`src/rtl/led_sequencer_if.sv`:
```
// Bundle of the sequencer's board-facing signals: raw buttons and mode/direction in,
// LED drive and status out.
interface led_sequencer_if #(
    parameter int unsigned N_CH = 4
);
    localparam int unsigned IDX_W = (N_CH > 1) ? $clog2(N_CH) : 1;

    logic [N_CH-1:0]  btn_n;
    logic             mode_auto;
    logic             dir;
    logic [N_CH-1:0]  led;
    logic [IDX_W-1:0] idx;
    logic             step;
    logic             paused;

    modport master (
        output btn_n, mode_auto, dir,
        input  led, idx, step, paused
    );

    modport slave (
        input  btn_n, mode_auto, dir,
        output led, idx, step, paused
    );
endinterface

```
`src/rtl/led_sequencer.sv`:
```
// One-hot LED sequencer: debounced button presses of the lit channel (or a timer in auto
// mode) step the lit LED forward or backward; a press in auto mode pauses/resumes.
module led_sequencer #(
    parameter int unsigned N_CH            = 4,
    parameter int unsigned DEBOUNCE_CYCLES = 60000,
    parameter int unsigned AUTO_PERIOD     = 3000000
) (
    input logic            clk,
    input logic            rst,
    led_sequencer_if.slave bus
);
    localparam int unsigned IDX_W = (N_CH > 1) ? $clog2(N_CH) : 1;
    localparam int unsigned DB_W  = $clog2(DEBOUNCE_CYCLES + 1);
    localparam int unsigned TM_W  = $clog2(AUTO_PERIOD + 1);

    localparam logic [DB_W-1:0]  DB_LAST  = DB_W'(DEBOUNCE_CYCLES - 1);
    localparam logic [TM_W-1:0]  TM_LAST  = TM_W'(AUTO_PERIOD - 1);
    localparam logic [IDX_W-1:0] IDX_LAST = IDX_W'(N_CH - 1);

    typedef enum logic [1:0] {
        StManual,
        StAuto,
        StPaused
    } state_e;

    // ------------------------------------------------------------------
    // Input path: synchroniser, debouncer, falling-edge press detect
    // ------------------------------------------------------------------
    logic [N_CH-1:0] sync1_q, sync2_q;
    logic [N_CH-1:0] deb_q, deb_d;
    logic [N_CH-1:0] deb_prev_q;
    logic [N_CH-1:0] press_q;
    logic [DB_W-1:0] db_cnt_q [N_CH];
    logic [DB_W-1:0] db_cnt_d [N_CH];

    always_ff @(posedge clk or posedge rst) begin
        if (rst) begin
            sync1_q <= '1;
            sync2_q <= '1;
        end else begin
            sync1_q <= bus.btn_n;
            sync2_q <= sync1_q;
        end
    end

    // Counter runs only while the synced level disagrees with the accepted one.
    always_comb begin
        deb_d = deb_q;
        for (int i = 0; i < N_CH; i++) begin
            db_cnt_d[i] = '0;
            if (sync2_q[i] != deb_q[i]) begin
                if (db_cnt_q[i] == DB_LAST) begin
                    deb_d[i] = sync2_q[i];
                end else begin
                    db_cnt_d[i] = db_cnt_q[i] + DB_W'(1);
                end
            end
        end
    end

    always_ff @(posedge clk or posedge rst) begin
        if (rst) begin
            deb_q      <= '1;
            deb_prev_q <= '1;
            press_q    <= '0;
            for (int i = 0; i < N_CH; i++) begin
                db_cnt_q[i] <= '0;
            end
        end else begin
            deb_q      <= deb_d;
            deb_prev_q <= deb_q;
            press_q    <= deb_prev_q & ~deb_q;
            for (int i = 0; i < N_CH; i++) begin
                db_cnt_q[i] <= db_cnt_d[i];
            end
        end
    end

    // ------------------------------------------------------------------
    // Sequencer FSM
    // ------------------------------------------------------------------
    state_e           state_q, state_d;
    logic [IDX_W-1:0] idx_q, idx_next;
    logic [N_CH-1:0]  led_q, led_next;
    logic [TM_W-1:0]  timer_q;
    logic             step_q;
    logic             press_cur;
    logic             timer_exp;
    logic             advance;
    logic             timer_clr;
    logic             timer_inc;

    // led_q is one-hot, so masking with it selects the press of the lit channel.
    assign press_cur = |(press_q & led_q);
    assign timer_exp = (timer_q == TM_LAST);

    always_ff @(posedge clk or posedge rst) begin
        if (rst) begin
            state_q <= StManual;
        end else begin
            state_q <= state_d;
        end
    end

    always_comb begin
        state_d = state_q;
        case (state_q)
            StManual: begin
                if (bus.mode_auto) state_d = StAuto;
            end
            StAuto: begin
                if (!bus.mode_auto)  state_d = StManual;
                else if (press_cur)  state_d = StPaused;
            end
            StPaused: begin
                if (!bus.mode_auto)  state_d = StManual;
                else if (press_cur)  state_d = StAuto;
            end
            default: state_d = StManual;
        endcase
    end

    // A mode change takes priority over presses and expiry in the cycle it is seen.
    always_comb begin
        advance   = 1'b0;
        timer_clr = 1'b0;
        timer_inc = 1'b0;
        case (state_q)
            StManual: begin
                timer_clr = 1'b1;
                advance   = !bus.mode_auto && press_cur;
            end
            StAuto: begin
                if (!bus.mode_auto) begin
                    timer_clr = 1'b1;
                end else if (!press_cur) begin
                    if (timer_exp) begin
                        advance   = 1'b1;
                        timer_clr = 1'b1;
                    end else begin
                        timer_inc = 1'b1;
                    end
                end
            end
            StPaused: begin
                if (!bus.mode_auto) timer_clr = 1'b1;
            end
            default: timer_clr = 1'b1;
        endcase
    end

    // ------------------------------------------------------------------
    // Index / LED / timer datapath
    // ------------------------------------------------------------------
    always_comb begin
        if (bus.dir) begin
            idx_next = (idx_q == '0) ? IDX_LAST : idx_q - IDX_W'(1);
        end else begin
            idx_next = (idx_q == IDX_LAST) ? '0 : idx_q + IDX_W'(1);
        end
        led_next = {{(N_CH-1){1'b0}}, 1'b1} << idx_next;
    end

    always_ff @(posedge clk or posedge rst) begin
        if (rst) begin
            idx_q   <= '0;
            led_q   <= {{(N_CH-1){1'b0}}, 1'b1};
            step_q  <= 1'b0;
            timer_q <= '0;
        end else begin
            step_q <= advance;
            if (advance) begin
                idx_q <= idx_next;
                led_q <= led_next;
            end
            if (timer_clr) begin
                timer_q <= '0;
            end else if (timer_inc) begin
                timer_q <= timer_q + TM_W'(1);
            end
        end
    end

    assign bus.led    = led_q;
    assign bus.idx    = idx_q;
    assign bus.step   = step_q;
    assign bus.paused = (state_q == StPaused);

    led_onehot_a: assert property (@(posedge clk) disable iff (rst) $onehot(led_q));

endmodule

```
`src/flat_wrapper.sv`:
```
// flat-port wrapper written by rule: the top's interface ports become plain ports
module led_sequencer_flat 
#(
    parameter int unsigned N_CH            = 4,
    parameter int unsigned DEBOUNCE_CYCLES = 60000,
    parameter int unsigned AUTO_PERIOD     = 3000000
)
  (clk, rst, bus_btn_n, bus_mode_auto, bus_dir, bus_led, bus_idx, bus_step, bus_paused);
  led_sequencer_if #(.N_CH(N_CH)) bus_i ();
  input logic clk;
  input logic rst;
  input wire logic [$bits(bus_i.btn_n)-1:0] bus_btn_n;
  input wire logic [$bits(bus_i.mode_auto)-1:0] bus_mode_auto;
  input wire logic [$bits(bus_i.dir)-1:0] bus_dir;
  output wire logic [$bits(bus_i.led)-1:0] bus_led;
  output wire logic [$bits(bus_i.idx)-1:0] bus_idx;
  output wire logic [$bits(bus_i.step)-1:0] bus_step;
  output wire logic [$bits(bus_i.paused)-1:0] bus_paused;
  assign bus_i.btn_n = bus_btn_n;
  assign bus_i.mode_auto = bus_mode_auto;
  assign bus_i.dir = bus_dir;
  assign bus_led = bus_i.led;
  assign bus_idx = bus_i.idx;
  assign bus_step = bus_i.step;
  assign bus_paused = bus_i.paused;
  led_sequencer #(.N_CH(N_CH), .DEBOUNCE_CYCLES(DEBOUNCE_CYCLES), .AUTO_PERIOD(AUTO_PERIOD)) u_core (.clk(clk), .rst(rst), .bus(bus_i));
endmodule
```
`config.mk`:
```
export PLATFORM = sky130hd
export DESIGN_NAME = led_sequencer_flat
export DESIGN_NICKNAME = d
export VERILOG_FILES = /design/src/rtl/led_sequencer_if.sv /design/src/rtl/led_sequencer.sv /design/src/flat_wrapper.sv
export SDC_FILE = /design/constraint.sdc
export NUM_CORES = 1
export LEC_CHECK = 0
export ABC_AREA = 1
export BUFFER_PORTS_ARGS = -buffer_cell sky130_fd_sc_hd__buf_4
export CAP_MARGIN = 25
export CORE_MARGIN = 3
export CORE_UTILIZATION = 35
export CTS_CLUSTER_DIAMETER = 50
export DETAILED_ROUTE_END_ITERATION = 8
export SLEW_MARGIN = 5
export SYNTH_ARGS = -nofsm -noshare
export SYNTH_HDL_FRONTEND = slang
export SYNTH_SLANG_ARGS = --single-unit
```
`constraint.sdc`:
```
create_clock -name clk -period 3.33 [get_ports clk]
set_input_delay 0.4995 -clock clk [delete_from_list [all_inputs] [get_ports clk]]
set_output_delay 0.4995 -clock clk [all_outputs]
set_load 0.05 [all_outputs]
```
==> flow_results.xml, run 1 <==
<?xml version="1.0" encoding="UTF-8"?>
<metrics>
  <group name="outcome">
    <metric name="status" unit="">finished, final reports clean</metric>
  </group>
  <group name="layout">
    <metric name="area_delta_synth_final" unit="%">15.4</metric>
    <metric name="drive_above_1_share" unit="%">10.3</metric>
    <metric name="final_nets" unit="">847</metric>
    <metric name="fin_area" unit="sq um">7050</metric>
    <metric name="antenna_cells_inserted" unit="">0</metric>
    <metric name="n_fill_cell" unit="">1759</metric>
    <metric name="final-instance-count-excl-fill" unit="">1061</metric>
  </group>
  <group name="routing">
    <metric name="vias" unit="">4957</metric>
    <metric name="post_drt_via_cell_ratio" unit="">4.67</metric>
    <metric name="drtAntennaViolNets" unit="">0</metric>
    <metric name="wirelength" unit="um">12400</metric>
    <metric name="drc" unit="">0</metric>
    <metric name="dr.pass1.iters" unit="">5</metric>
    <metric name="wire_per_inst" unit="um">11.6</metric>
    <metric name="drt-initial-drc-count" unit="">276</metric>
  </group>
  <group name="yosys">
    <metric name="synthTopCellsByCount" unit="">nand2_1 (195), nor2_1 (147), inv_1 (105)</metric>
    <metric name="synth_xor_xnor_area_share" unit="%">4.02</metric>
    <metric name="ys.flop_type" unit="">dfrtp_1</metric>
    <metric name="post_synth_and_or_nand_nor_area_fraction" unit="%">34.3</metric>
    <metric name="synth.cell_area" unit="sq um">6110</metric>
    <metric name="synth-adder-area-share" unit="%">2.25</metric>
    <metric name="yosysWarnings" unit="">0</metric>
    <metric name="synth_top_cells_by_area" unit="">dfrtp_1 (40%), nand2_1 (12%), nor2_1 (9.0%)</metric>
    <metric name="synthesis.instances" unit="">801</metric>
    <metric name="largest_family_of_logic_cells_by_synthesized_area" unit="">simple AND/OR/NAND/NOR gates</metric>
    <metric name="yosysMostFrequentCell" unit="">nand2_1</metric>
    <metric name="postSynthRegisterBits" unit="">115</metric>
    <metric name="synth_sequential_area_ratio" unit="%">47.5</metric>
    <metric name="post_synth_num_cell_types" unit="">38</metric>
    <metric name="synthDominantAreaCellType" unit="">dfrtp_1</metric>
    <metric name="synth_edf_count" unit="">0</metric>
    <metric name="synth-compound-area-share" unit="%">3.97</metric>
    <metric name="mappedNetlistNets" unit="">820</metric>
    <metric name="asyncSetResetFlopFracSynth" unit="%">100</metric>
    <metric name="postSynthAreaPerCell" unit="sq um">7.62</metric>
    <metric name="area_fraction_of_the_dominant_cell_type_after_synthesis" unit="%">40.2</metric>
    <metric name="post_synth_mux_area_share" unit="%">0.164</metric>
  </group>
  <group name="sta">
    <metric name="total_negative_setup_slacks" unit="ns">0</metric>
    <metric name="finalMaxSlewViolations" unit="">0</metric>
    <metric name="setup_viol_count_final" unit="">0</metric>
    <metric name="setup_slack_after_layout" unit="ns">0.987</metric>
    <metric name="clock_skew" unit="ns">0.0125</metric>
    <metric name="report.final.hold_viol_count" unit="">0</metric>
    <metric name="worst_slew_pin_slew" unit="ns">0.898</metric>
    <metric name="period_share" unit="%">70.4</metric>
    <metric name="timing.fmax" unit="MHz">427</metric>
    <metric name="rsz_0062_raised_after_global_routing" unit="">no</metric>
    <metric name="post-route-min-period" unit="ns">2.34</metric>
    <metric name="max-slew-margin-rel" unit="%">40.0</metric>
  </group>
  <group name="setup_path">
    <metric name="required" unit="ns">3.65</metric>
    <metric name="path_max_fanout" unit="">22</metric>
    <metric name="cp-start-kind" unit="">flip-flop</metric>
    <metric name="critical_path_arrival" unit="ns">2.67</metric>
    <metric name="endpoint_kind" unit="">flip-flop</metric>
    <metric name="timing_worst_setup_path_type" unit="">flip-flop to flip-flop</metric>
  </group>
  <group name="cts">
    <metric name="path_clk_slew" unit="ns">0.05</metric>
    <metric name="ctsRootBufferMaster" unit="">clkbuf_16</metric>
    <metric name="postCtsSetupBuffers" unit="">0</metric>
    <metric name="worstSkewPairLatency" unit="ns">0.41</metric>
    <metric name="cts.sinks" unit="">115</metric>
    <metric name="tritoncts.num_buffers" unit="">17</metric>
    <metric name="cts_buffer_depth" unit="">2</metric>
    <metric name="ctsHtreeMaxLevel" unit="">4</metric>
    <metric name="cts_hold_buffers" unit="">0</metric>
    <metric name="cts-resized-gates" unit="">0</metric>
    <metric name="tritoncts" unit="">yes</metric>
  </group>
  <group name="place">
    <metric name="dp_worst_setup_slack" unit="ns">1.01</metric>
    <metric name="gp_congestion" unit="">0.879</metric>
    <metric name="postPlaceCellArea" unit="sq um">6460</metric>
    <metric name="numPlacedInstances" unit="">1029</metric>
    <metric name="place.detailed.hpwl" unit="um">8480</metric>
    <metric name="port_buffers" unit="">15</metric>
  </group>
  <group name="power_and_ir_drop">
    <metric name="internal_power" unit="uW">2660</metric>
    <metric name="switching_share" unit="%">26.3</metric>
    <metric name="power.static_leakage" unit="uW">0.00317</metric>
    <metric name="switchingPower" unit="uW">951</metric>
    <metric name="share_clk_of_total_power" unit="%">49.7</metric>
    <metric name="worst_ir_drop_vdd" unit="mV">0.381</metric>
    <metric name="comb_power_share" unit="%">9.8</metric>
    <metric name="power_per_cell_area" unit="nW/um^2">513</metric>
    <metric name="seq_power_share" unit="%">40.5</metric>
  </group>
  <group name="floorplan">
    <metric name="fp.coreArea" unit="sq um">16800</metric>
    <metric name="ios" unit="">16</metric>
    <metric name="die_height" unit="um">138</metric>
    <metric name="die_area" unit="sq um">19100</metric>
    <metric name="placement_rows" unit="">47</metric>
    <metric name="initial_utilization" unit="%">36.3</metric>
    <metric name="die-width" unit="um">138</metric>
  </group>
  <group name="global_routing">
    <metric name="global_route.usage.total" unit="%">13.5</metric>
    <metric name="overflow_after_grt" unit="">0</metric>
    <metric name="grt_pass1_vias" unit="">4700</metric>
    <metric name="grt_first_pass_wirelength" unit="um">21700</metric>
    <metric name="antenna_violations_before_repair" unit="">0</metric>
    <metric name="pin_count_of_the_biggest_net_entering_global_routing" unit="">116</metric>
  </group>
  <group name="min_path">
    <metric name="hold_path_class" unit="">input pin to flip-flop</metric>
  </group>
  <group name="run">
    <metric name="drv_cap" unit="">0</metric>
  </group>
</metrics>
-- path summary, 6_finish.rpt --
path / cells past startpoint / from / end / slack (ns)
max in group asynchronous: 3 / rst / u_core.timer_q[10] / 2.59
min: 1 / bus_btn_n[1] / u_core.sync1_q[1] / 0.20
max: 8 / u_core.timer_q[0] / u_core.timer_q[1] / 0.99
min in group asynchronous: 3 / rst / u_core.db_cnt_q[26] / 0.22
min reg2reg: 0 / u_core.sync1_q[3] / u_core.sync2_q[3] / 0.35
max reg2reg: 8 / u_core.timer_q[0] / u_core.timer_q[1] / 0.99
-- kinds of logic (layout without fill, tap and decap cells) --
logic type	Yosys count	count (layout)
muxes	1	1
xor gates and xnor gates	28	28
AOI/OAI and AO/OA	42	42
adders and majority gates	11	11
buffers and inverters	121	161
and+or+nand+nor	483	483
DFF	115	115
-- flip-flops by register name (all words and copies together) (netlist names) --
| signal | flops |
|---|---|
| u_core.timer_q | 22 |
| u_core.bus.idx | 2 |
| u_core.sync2_q | 4 |
| u_core.db_cnt_q | 64 |
| u_core.bus.step | 1 |
| u_core.deb_q | 4 |
| u_core.deb_prev_q | 4 |
| u_core.sync1_q | 4 |
| u_core.state_q | 2 |
| u_core.bus.led | 4 |
| u_core.press_q | 4 |
-- final cells by class --
type	count	area (sq um)	area share, %
sequential	115	2900	41.1
clock inverter	12	131	1.86
inverter	113	428	6.07
multi-input combinational	565	2730	38.7
tap	220	275	3.90
clock buffer	20	457	6.48
timing repair buffer	16	133	1.88
-- layout by cell type (no fill, tap or decap), types with 2 or more instances in the layout --
cell type   count
a31oi_1         4
ha_1           11
inv_2           7
or2_0           2
a21oi_1        12
o21ai_1         5
clkinvlp_4      5
clkinv_4        2
clkbuf_16      17
nand4_1        30
nor2_1        147
clkinv_2        3
o21ai_0        13
nor3_1         30
xnor2_1         4
nor2_2          6
xor2_1         24
nor3b_1         6
bufinv_16       2
dfstp_2        17
dfrtp_1        98
buf_4          15
inv_1         104
nand2_1       195
nand3_1        54
nor3_2          2
and3_1          3
o21bai_1        4
or2_2           3
clkbuf_8        2
-- power groups by stage --
| stage | Clock, uW | Sequential, uW | Combinational (uW) |
|---|---|---|---|
| after CTS | 1840 | 1460 | 363 |
| final | 1790 | 1460 | 356 |
| after global routing | 1900 | 1470 | 412 |
| after global placement | 0 | 1490 | 356 |
| after floorplan | 0 | 1480 | 287 |
| after detailed placement | 0 | 1490 | 356 |
-- critical path: stages (launching register included) --
cell and delay, ns:
dfrtp_1 0.41, ha_1 0.27, nand3_2 0.13, nor2_2 0.06, nand3_4 0.23, nor2_1 0.08, nor2_2 0.69, inv_2 0.21
a21oi_1 0.18
-- metrics by stage --
stage	utilization, %	hold WS, ns	total power [uW]
6_report	41.9	0.198	3610
5_1_grt	41.9	0.179	3780
4_1_cts	41.9	0.180	3670
3_5_place_dp	38.4	0.347	1840
3_3_place_gp	38.4	0.346	1840
2_1_floorplan	-	0.345	1770
-- routing by layer --
| metal | GRT usage [%] | routed length [um] | vias up |
|---|---|---|---|
| li1 | - | - | 2594 |
| met1 | 17.9 | 6050 | 2287 |
| met2 | 21.6 | 5730 | 68 |
| met3 | 3.83 | 469 | 8 |
| met4 | 3.90 | 100 | 0 |
| met5 | 0 | 0 | - |
Power figures use the tool's default switching activity.
==> run 2: changes to the inputs <==
--- a/config.mk
+++ b/config.mk
@@ -5,7 +5,7 @@
 export SDC_FILE = /design/constraint.sdc
 export NUM_CORES = 1
 export LEC_CHECK = 0
-export ABC_AREA = 1
+export ABC_AREA = 0
 export BUFFER_PORTS_ARGS = -buffer_cell sky130_fd_sc_hd__buf_4
 export CAP_MARGIN = 25
 export CORE_MARGIN = 3
==> constraint.sdc (replaced) <==
create_clock -name clk -period 2.04 [get_ports clk]
set_input_delay 0.306 -clock clk [delete_from_list [all_inputs] [get_ports clk]]
set_output_delay 0.306 -clock clk [all_outputs]
set_load 0.05 [all_outputs]
==> flow_results.xml, run 2 <==
<?xml version="1.0" encoding="UTF-8"?>
<metrics>
  <group name="routing">
    <metric name="drt-initial-drc-count" unit="">211</metric>
    <metric name="wirelength" unit="um">10000</metric>
    <metric name="drtAntennaViolNets" unit="">0</metric>
    <metric name="dr.pass1.iters" unit="">4</metric>
    <metric name="post_drt_via_cell_ratio" unit="">4.88</metric>
    <metric name="vias" unit="">3730</metric>
    <metric name="wire_per_inst" unit="um">13.1</metric>
    <metric name="drc" unit="">0</metric>
  </group>
  <group name="power_and_ir_drop">
    <metric name="comb_power_share" unit="%">11.2</metric>
    <metric name="internal_power" unit="uW">4680</metric>
    <metric name="share_clk_of_total_power" unit="%">49.8</metric>
    <metric name="switching_share" unit="%">24.0</metric>
    <metric name="worst_ir_drop_vdd" unit="mV">0.605</metric>
    <metric name="seq_power_share" unit="%">39.0</metric>
    <metric name="switchingPower" unit="uW">1480</metric>
    <metric name="power_per_cell_area" unit="nW/um^2">923</metric>
    <metric name="power.static_leakage" unit="uW">0.00291</metric>
    <metric name="post-layout-total-power" unit="uW">6160</metric>
  </group>
  <group name="layout">
    <metric name="area_delta_synth_final" unit="%">22.8</metric>
    <metric name="largest_register_ff_count" unit="">64</metric>
    <metric name="final_nets" unit="">586</metric>
    <metric name="finish.utilization" unit="%">44.9</metric>
    <metric name="largest_registers" unit="">u_core.db_cnt_q: 64 flops, u_core.timer_q: 22 flops</metric>
    <metric name="n_fill_cell" unit="">1387</metric>
    <metric name="mostFrequentLayoutCell" unit="">nor2_1</metric>
    <metric name="drive_above_1_share" unit="%">19.8</metric>
    <metric name="layout.cells.most_common_list" unit="">nor2_1 (100), dfrtp_1 (95), xor2_1 (49), buf_4 (36), xnor2_1 (31)</metric>
    <metric name="antenna_cells_inserted" unit="">0</metric>
    <metric name="max_flop_register" unit="">u_core.db_cnt_q</metric>
  </group>
  <group name="setup_path">
    <metric name="cp-start-kind" unit="">flip-flop</metric>
    <metric name="path_max_fanout" unit="">6</metric>
    <metric name="required" unit="ns">2.34</metric>
    <metric name="worstReg2RegStart" unit="">u_core.timer_q[13]</metric>
    <metric name="endpoint_kind" unit="">flip-flop</metric>
    <metric name="worst_r2r_endpoint" unit="">u_core.bus.led[3]</metric>
    <metric name="critical_path_arrival" unit="ns">2.28</metric>
    <metric name="slack_of_the_worst_reg_to_reg_path" unit="ns">0.06</metric>
    <metric name="timing_worst_setup_path_type" unit="">flip-flop to flip-flop</metric>
    <metric name="length_in_cells_of_the_worst_reg_to_reg_path" unit="">5</metric>
  </group>
  <group name="cts">
    <metric name="path_clk_slew" unit="ns">0.05</metric>
    <metric name="worstSkewPairLatency" unit="ns">0.42</metric>
    <metric name="cts.sinks" unit="">115</metric>
    <metric name="ctsHtreeMaxLevel" unit="">4</metric>
    <metric name="ctsRootBufferMaster" unit="">clkbuf_16</metric>
    <metric name="tritoncts" unit="">yes</metric>
    <metric name="tritoncts.num_buffers" unit="">17</metric>
    <metric name="cts_buffer_depth" unit="">2</metric>
  </group>
  <group name="floorplan">
    <metric name="fp.coreArea" unit="sq um">14900</metric>
    <metric name="die-width" unit="um">131</metric>
    <metric name="die_height" unit="um">131</metric>
    <metric name="ios" unit="">16</metric>
    <metric name="initial_utilization" unit="%">36.5</metric>
    <metric name="placement_rows" unit="">44</metric>
    <metric name="die_area" unit="sq um">17000</metric>
  </group>
  <group name="yosys">
    <metric name="synth_xor_xnor_area_share" unit="%">12.9</metric>
    <metric name="synthTopCellsByCount" unit="">nor2_1 (100), dfrtp_1 (98), xor2_1 (49)</metric>
    <metric name="synth_top_cells_by_area" unit="">dfrtp_1 (45%), dfstp_2 (8.2%), xor2_1 (7.9%)</metric>
    <metric name="asyncSetResetFlopFracSynth" unit="%">100</metric>
    <metric name="postSynthAreaPerCell" unit="sq um">10.5</metric>
    <metric name="yosysMostFrequentCell" unit="">nor2_1</metric>
    <metric name="synth_sequential_area_ratio" unit="%">53.4</metric>
    <metric name="post_synth_and_or_nand_nor_area_fraction" unit="%">23.6</metric>
    <metric name="mappedNetlistNets" unit="">537</metric>
    <metric name="synthesis.instances" unit="">518</metric>
    <metric name="synth.cell_area" unit="sq um">5430</metric>
    <metric name="yosysWarnings" unit="">0</metric>
    <metric name="synth_edf_count" unit="">0</metric>
    <metric name="synthDominantAreaCellType" unit="">dfrtp_1</metric>
    <metric name="post_synth_mux_area_share" unit="%">2.60</metric>
    <metric name="post_synth_num_cell_types" unit="">45</metric>
    <metric name="synth-adder-area-share" unit="%">2.54</metric>
    <metric name="area_fraction_of_the_dominant_cell_type_after_synthesis" unit="%">45.2</metric>
    <metric name="postSynthRegisterBits" unit="">115</metric>
    <metric name="ys.flop_type" unit="">dfrtp_1</metric>
    <metric name="largest_family_of_logic_cells_by_synthesized_area" unit="">simple AND/OR/NAND/NOR gates</metric>
    <metric name="synth-compound-area-share" unit="%">2.93</metric>
  </group>
  <group name="global_routing">
    <metric name="global_route.usage.total" unit="%">12.9</metric>
    <metric name="antenna_violations_before_repair" unit="">0</metric>
    <metric name="overflow_after_grt" unit="">0</metric>
    <metric name="grt_pass1_vias" unit="">3754</metric>
    <metric name="grt_first_pass_wirelength" unit="um">17300</metric>
    <metric name="pin_count_of_the_biggest_net_entering_global_routing" unit="">116</metric>
  </group>
  <group name="sta">
    <metric name="worst_slew_pin_slew" unit="ns">0.587</metric>
    <metric name="total_negative_setup_slacks" unit="ns">0</metric>
    <metric name="report.final.hold_viol_count" unit="">0</metric>
    <metric name="rsz_0062_raised_after_global_routing" unit="">yes</metric>
    <metric name="timing.fmax" unit="MHz">506</metric>
    <metric name="clock_skew" unit="ns">0.00616</metric>
    <metric name="period_share" unit="%">96.9</metric>
    <metric name="post-route-min-period" unit="ns">1.98</metric>
    <metric name="finalMaxSlewViolations" unit="">0</metric>
    <metric name="max-slew-margin-rel" unit="%">60.6</metric>
    <metric name="setup_viol_count_final" unit="">0</metric>
  </group>
  <group name="min_path">
    <metric name="hold_path_class" unit="">input pin to asynchronous set/reset pin</metric>
  </group>
  <group name="place">
    <metric name="port_buffers" unit="">15</metric>
    <metric name="gp_congestion" unit="">0.841</metric>
    <metric name="place.detailed.hpwl" unit="um">6500</metric>
  </group>
  <group name="outcome">
    <metric name="status" unit="">finished, final reports clean</metric>
  </group>
  <group name="run">
    <metric name="drv_cap" unit="">0</metric>
  </group>
</metrics>
[run 2: cell count changes in the layout (fill, tap and decap cells not counted), sizes merged, moves of 7 or more]
cell	change
and2	+7
xnor2	+27
nor3	-22
nand3	-28
xor2	+25
mux2	+9
o21ai	-13
nand2	-167
nand4	-9
and4	+10
a21oi	-7
buf	+22
nor2	-53
inv	-98
[run 2: timing repair]
item	CTS	global route
hold buffers	4	0
pin swaps	1	1
endpoints found under the hold margin	4	0
resized for setup	0	12
endpoints found under the setup margin	26	53
buffers inserted	0	2
[run 2: critical path: stages, from the launching register on]
cell,delay (ns)
dfrtp_1,0.36
or3_1,0.36
or3_4,0.36
nor4_4,0.31
a21oi_4,0.15
mux2_4,0.32
[run 2: area by class of cell]
| cell class | count | area (sq um) | area share [%] |
|---|---|---|---|
| clock inverters | 11 | 160 | 2.40 |
| well taps | 184 | 230 | 3.45 |
| flip-flops and latches | 115 | 2900 | 43.5 |
| clock buffers | 21 | 450 | 6.76 |
| repair buffers | 42 | 350 | 5.25 |
| multi-input cells | 376 | 2510 | 37.7 |
| inverters | 15 | 60.1 | 0.901 |
[run 2: power by group through the flow]
| stage | sequential [uW] | clock (uW) | combinational, uW |
|---|---|---|---|
| after floorplan | 2440 | 0 | 461 |
| after global placement | 2430 | 0 | 667 |
| after detailed placement | 2440 | 0 | 681 |
| after CTS | 2400 | 3120 | 693 |
| after global routing | 2410 | 3230 | 766 |
| final | 2400 | 3070 | 689 |
[run 2: how the worst max path moves through the flow]
stage                       start                end  depth (start not counted)
2_1_floorplan  u_core.timer_q[12]  u_core.bus.led[1]                          6
3_3_place_gp   u_core.timer_q[13]  u_core.bus.led[3]                          5
3_5_place_dp   u_core.timer_q[13]  u_core.timer_q[8]                          6
6_report       u_core.timer_q[13]  u_core.bus.led[3]                          5
5_1_grt        u_core.timer_q[13]  u_core.timer_q[8]                          6
4_1_cts        u_core.timer_q[13]  u_core.timer_q[8]                          6
[run 2: logic make-up (layout without fill, tap and decap cells)]
logic type / after synthesis / in the layout
simple gates: 250 / 250
compound gates: 22 / 22
fa+ha+maj: 11 / 11
flops: 115 / 115
xor+xnor: 80 / 80
buf+inv: 27 / 89
mux: 13 / 13
[run 2: layer usage]
metal / GRT usage (%) / routed length (um)
met4: 6.17 / 185
met3: 5.45 / 532
met2: 20.1 / 4740
met1: 15.6 / 4550
met5: 0 / 0
[run 2: metrics by stage]
step | instance area [sq um] | hold slack, ns | cells | setup slack, ns
final | 6670 | 0.0614 | 764 | 0.0627
after global routing | 6670 | 0.103 | 764 | -0.00521
after CTS | 6590 | 0.0899 | 762 | 0.00527
after floorplan | 5470 | 0.310 | 518 | -0.0213
after detailed placement | 5940 | 0.347 | 726 | -0.0229
after global placement | 5940 | 0.348 | 726 | 0.00210
==> run 3: changes to the inputs <==
--- a/config.mk
+++ b/config.mk
@@ -12,6 +12,7 @@
 export CORE_UTILIZATION = 35
 export CTS_CLUSTER_DIAMETER = 50
 export DETAILED_ROUTE_END_ITERATION = 8
+export HOLD_SLACK_MARGIN = 0.1
 export SLEW_MARGIN = 5
 export SYNTH_ARGS = -nofsm -noshare
 export SYNTH_HDL_FRONTEND = slang
==> flow_results.xml, run 3 (same netlist as run 2, synthesis figures left out) <==
<?xml version="1.0" encoding="UTF-8"?>
<metrics>
  <group name="layout">
    <metric name="antenna_cells_inserted" unit="">0</metric>
    <metric name="largest_registers" unit="">u_core.db_cnt_q: 64 flops, u_core.timer_q: 22 flops</metric>
    <metric name="max_flop_register" unit="">u_core.db_cnt_q</metric>
    <metric name="mostFrequentLayoutCell" unit="">nor2_1</metric>
    <metric name="finish.utilization" unit="%">44.9</metric>
    <metric name="seq_area" unit="sq um">2900</metric>
    <metric name="fin_area" unit="sq um">6680</metric>
    <metric name="largest_register_ff_count" unit="">64</metric>
    <metric name="final_nets" unit="">587</metric>
    <metric name="drive_above_1_share" unit="%">19.8</metric>
    <metric name="area_delta_synth_final" unit="%">23.0</metric>
    <metric name="n_fill_cell" unit="">1386</metric>
    <metric name="multiInputGateArea" unit="sq um">2510</metric>
    <metric name="layout.cells.most_common_list" unit="">nor2_1 (100), dfrtp_1 (95), xor2_1 (49), buf_4 (36), xnor2_1 (31)</metric>
  </group>
  <group name="sta">
    <metric name="setup_slack_after_layout" unit="ns">0.0612</metric>
    <metric name="post-route-min-period" unit="ns">1.98</metric>
    <metric name="timing.fmax" unit="MHz">505</metric>
    <metric name="max-slew-margin-rel" unit="%">60.5</metric>
    <metric name="finalMaxSlewViolations" unit="">0</metric>
    <metric name="rsz_0062_raised_after_global_routing" unit="">yes</metric>
    <metric name="worst_slew_pin_slew" unit="ns">0.592</metric>
    <metric name="period_share" unit="%">97.0</metric>
    <metric name="setup_viol_count_final" unit="">0</metric>
    <metric name="clock_skew" unit="ns">0.00566</metric>
    <metric name="total_negative_setup_slacks" unit="ns">0</metric>
    <metric name="report.final.hold_viol_count" unit="">0</metric>
  </group>
  <group name="setup_path">
    <metric name="worstReg2RegStart" unit="">u_core.timer_q[13]</metric>
    <metric name="critical_path_arrival" unit="ns">2.28</metric>
    <metric name="timing_worst_setup_path_type" unit="">flip-flop to flip-flop</metric>
    <metric name="worst_r2r_endpoint" unit="">u_core.bus.led[3]</metric>
    <metric name="cp-start-kind" unit="">flip-flop</metric>
    <metric name="crit_end" unit="">u_core.bus.led[3]</metric>
    <metric name="required" unit="ns">2.34</metric>
    <metric name="path_max_fanout" unit="">6</metric>
    <metric name="crit_path_start" unit="">u_core.timer_q[13]</metric>
    <metric name="endpoint_kind" unit="">flip-flop</metric>
    <metric name="slack_of_the_worst_reg_to_reg_path" unit="ns">0.06</metric>
    <metric name="length_in_cells_of_the_worst_reg_to_reg_path" unit="">5</metric>
  </group>
  <group name="min_path">
    <metric name="min-delay-start" unit="">bus_mode_auto</metric>
    <metric name="hold_path_class" unit="">input pin to flip-flop</metric>
  </group>
  <group name="place">
    <metric name="port_buffers" unit="">15</metric>
    <metric name="postPlaceCellArea" unit="sq um">5940</metric>
    <metric name="place.detailed.hpwl" unit="um">6500</metric>
    <metric name="dp_worst_setup_slack" unit="ns">-0.0229</metric>
    <metric name="gp_congestion" unit="">0.841</metric>
  </group>
  <group name="cts">
    <metric name="ctsHtreeMaxLevel" unit="">4</metric>
    <metric name="ctsRootBufferMaster" unit="">clkbuf_16</metric>
    <metric name="cts_buffer_depth" unit="">2</metric>
    <metric name="worstSkewPairLatency" unit="ns">0.42</metric>
    <metric name="tritoncts.num_buffers" unit="">17</metric>
    <metric name="path_clk_slew" unit="ns">0.05</metric>
    <metric name="cts.sinks" unit="">115</metric>
    <metric name="tritoncts" unit="">yes</metric>
  </group>
  <group name="routing">
    <metric name="drtAntennaViolNets" unit="">0</metric>
    <metric name="wire_per_inst" unit="um">13.1</metric>
    <metric name="post_drt_via_cell_ratio" unit="">4.87</metric>
    <metric name="dr.pass1.iters" unit="">5</metric>
    <metric name="drc" unit="">0</metric>
    <metric name="vias" unit="">3729</metric>
    <metric name="drt-initial-drc-count" unit="">216</metric>
    <metric name="wirelength" unit="um">10000</metric>
  </group>
  <group name="floorplan">
    <metric name="fp.coreArea" unit="sq um">14900</metric>
    <metric name="ios" unit="">16</metric>
    <metric name="initial_utilization" unit="%">36.5</metric>
    <metric name="die_height" unit="um">131</metric>
    <metric name="die-width" unit="um">131</metric>
    <metric name="die_area" unit="sq um">17000</metric>
    <metric name="placement_rows" unit="">44</metric>
  </group>
  <group name="global_routing">
    <metric name="overflow_after_grt" unit="">0</metric>
    <metric name="pin_count_of_the_biggest_net_entering_global_routing" unit="">116</metric>
    <metric name="antenna_violations_before_repair" unit="">0</metric>
    <metric name="global_route.usage.total" unit="%">13.0</metric>
    <metric name="grt_pass1_vias" unit="">3760</metric>
    <metric name="grt_first_pass_wirelength" unit="um">17300</metric>
  </group>
  <group name="power_and_ir_drop">
    <metric name="power_per_cell_area" unit="nW/um^2">922</metric>
    <metric name="worst_ir_drop_vdd" unit="mV">0.605</metric>
    <metric name="power.static_leakage" unit="uW">0.00292</metric>
  </group>
  <group name="run">
    <metric name="drv_cap" unit="">0</metric>
  </group>
  <group name="outcome">
    <metric name="status" unit="">finished, final reports clean</metric>
  </group>
</metrics>
==> run 3: cell types whose count changed in the layout (fill, tap and decap cells not counted), sizes merged <==
cell / previous run / this run
dlygate4sd3: 4 / 5
==> run 3: routing by layer <==
| layer | share of wire [%] | GRT usage, % |
|---|---|---|
| met5 | 0 | 0 |
| met4 | 1.7 | 6.17 |
| met3 | 5.0 | 5.45 |
| met2 | 48 | 20.1 |
| met1 | 46 | 15.6 |
==> run 3: power breakdown <==
part | switching [uW] | internal [uW]
Clock | 1010 | 2060
Sequential | 50.4 | 2350
Combinational | 418 | 272
==> run 3: worst min-delay path by stage <==
stage | end | depth (start not counted)
after floorplan | u_core.sync1_q[0] | 0
after global placement | u_core.sync2_q[1] | 0
after detailed placement | u_core.sync2_q[0] | 0
after CTS | u_core.state_q[1] | 2
after global routing | u_core.state_q[1] | 2
final | u_core.state_q[1] | 2
==> run 3: repair_timing <==
item | CTS | global route
hold buffers | 5 | 0
endpoints found under the setup margin | 26 | 53
buffers inserted | 0 | 2
gates resized for setup | 0 | 12
pin swaps | 1 | 1
endpoints found under the hold margin | 30 | 0
==> run 3: critical path: stages (launching register included) <==
cell and delay (ns):
dfrtp_1 0.36, or3_1 0.36, or3_4 0.36, nor4_4 0.31, a21oi_4 0.15, mux2_4 0.32
==> run 3: through the flow <==
stage	total power (uW)	hold WS (ns)	instances
after floorplan	2900	0.310	518
after global placement	3100	0.348	726
after detailed placement	3120	0.347	726
after CTS	6210	0.157	763
after global routing	6410	0.166	765
final	6160	0.167	765
==> run 3: area by class of cell <==
type,count,share of cell area (%)
clock buffer,21,6.75
sequential,115,43.5
timing repair buffer,43,5.40
inverter,15,0.899
tap,184,3.45
multi-input combinational,376,37.6
clock inverter,11,2.40
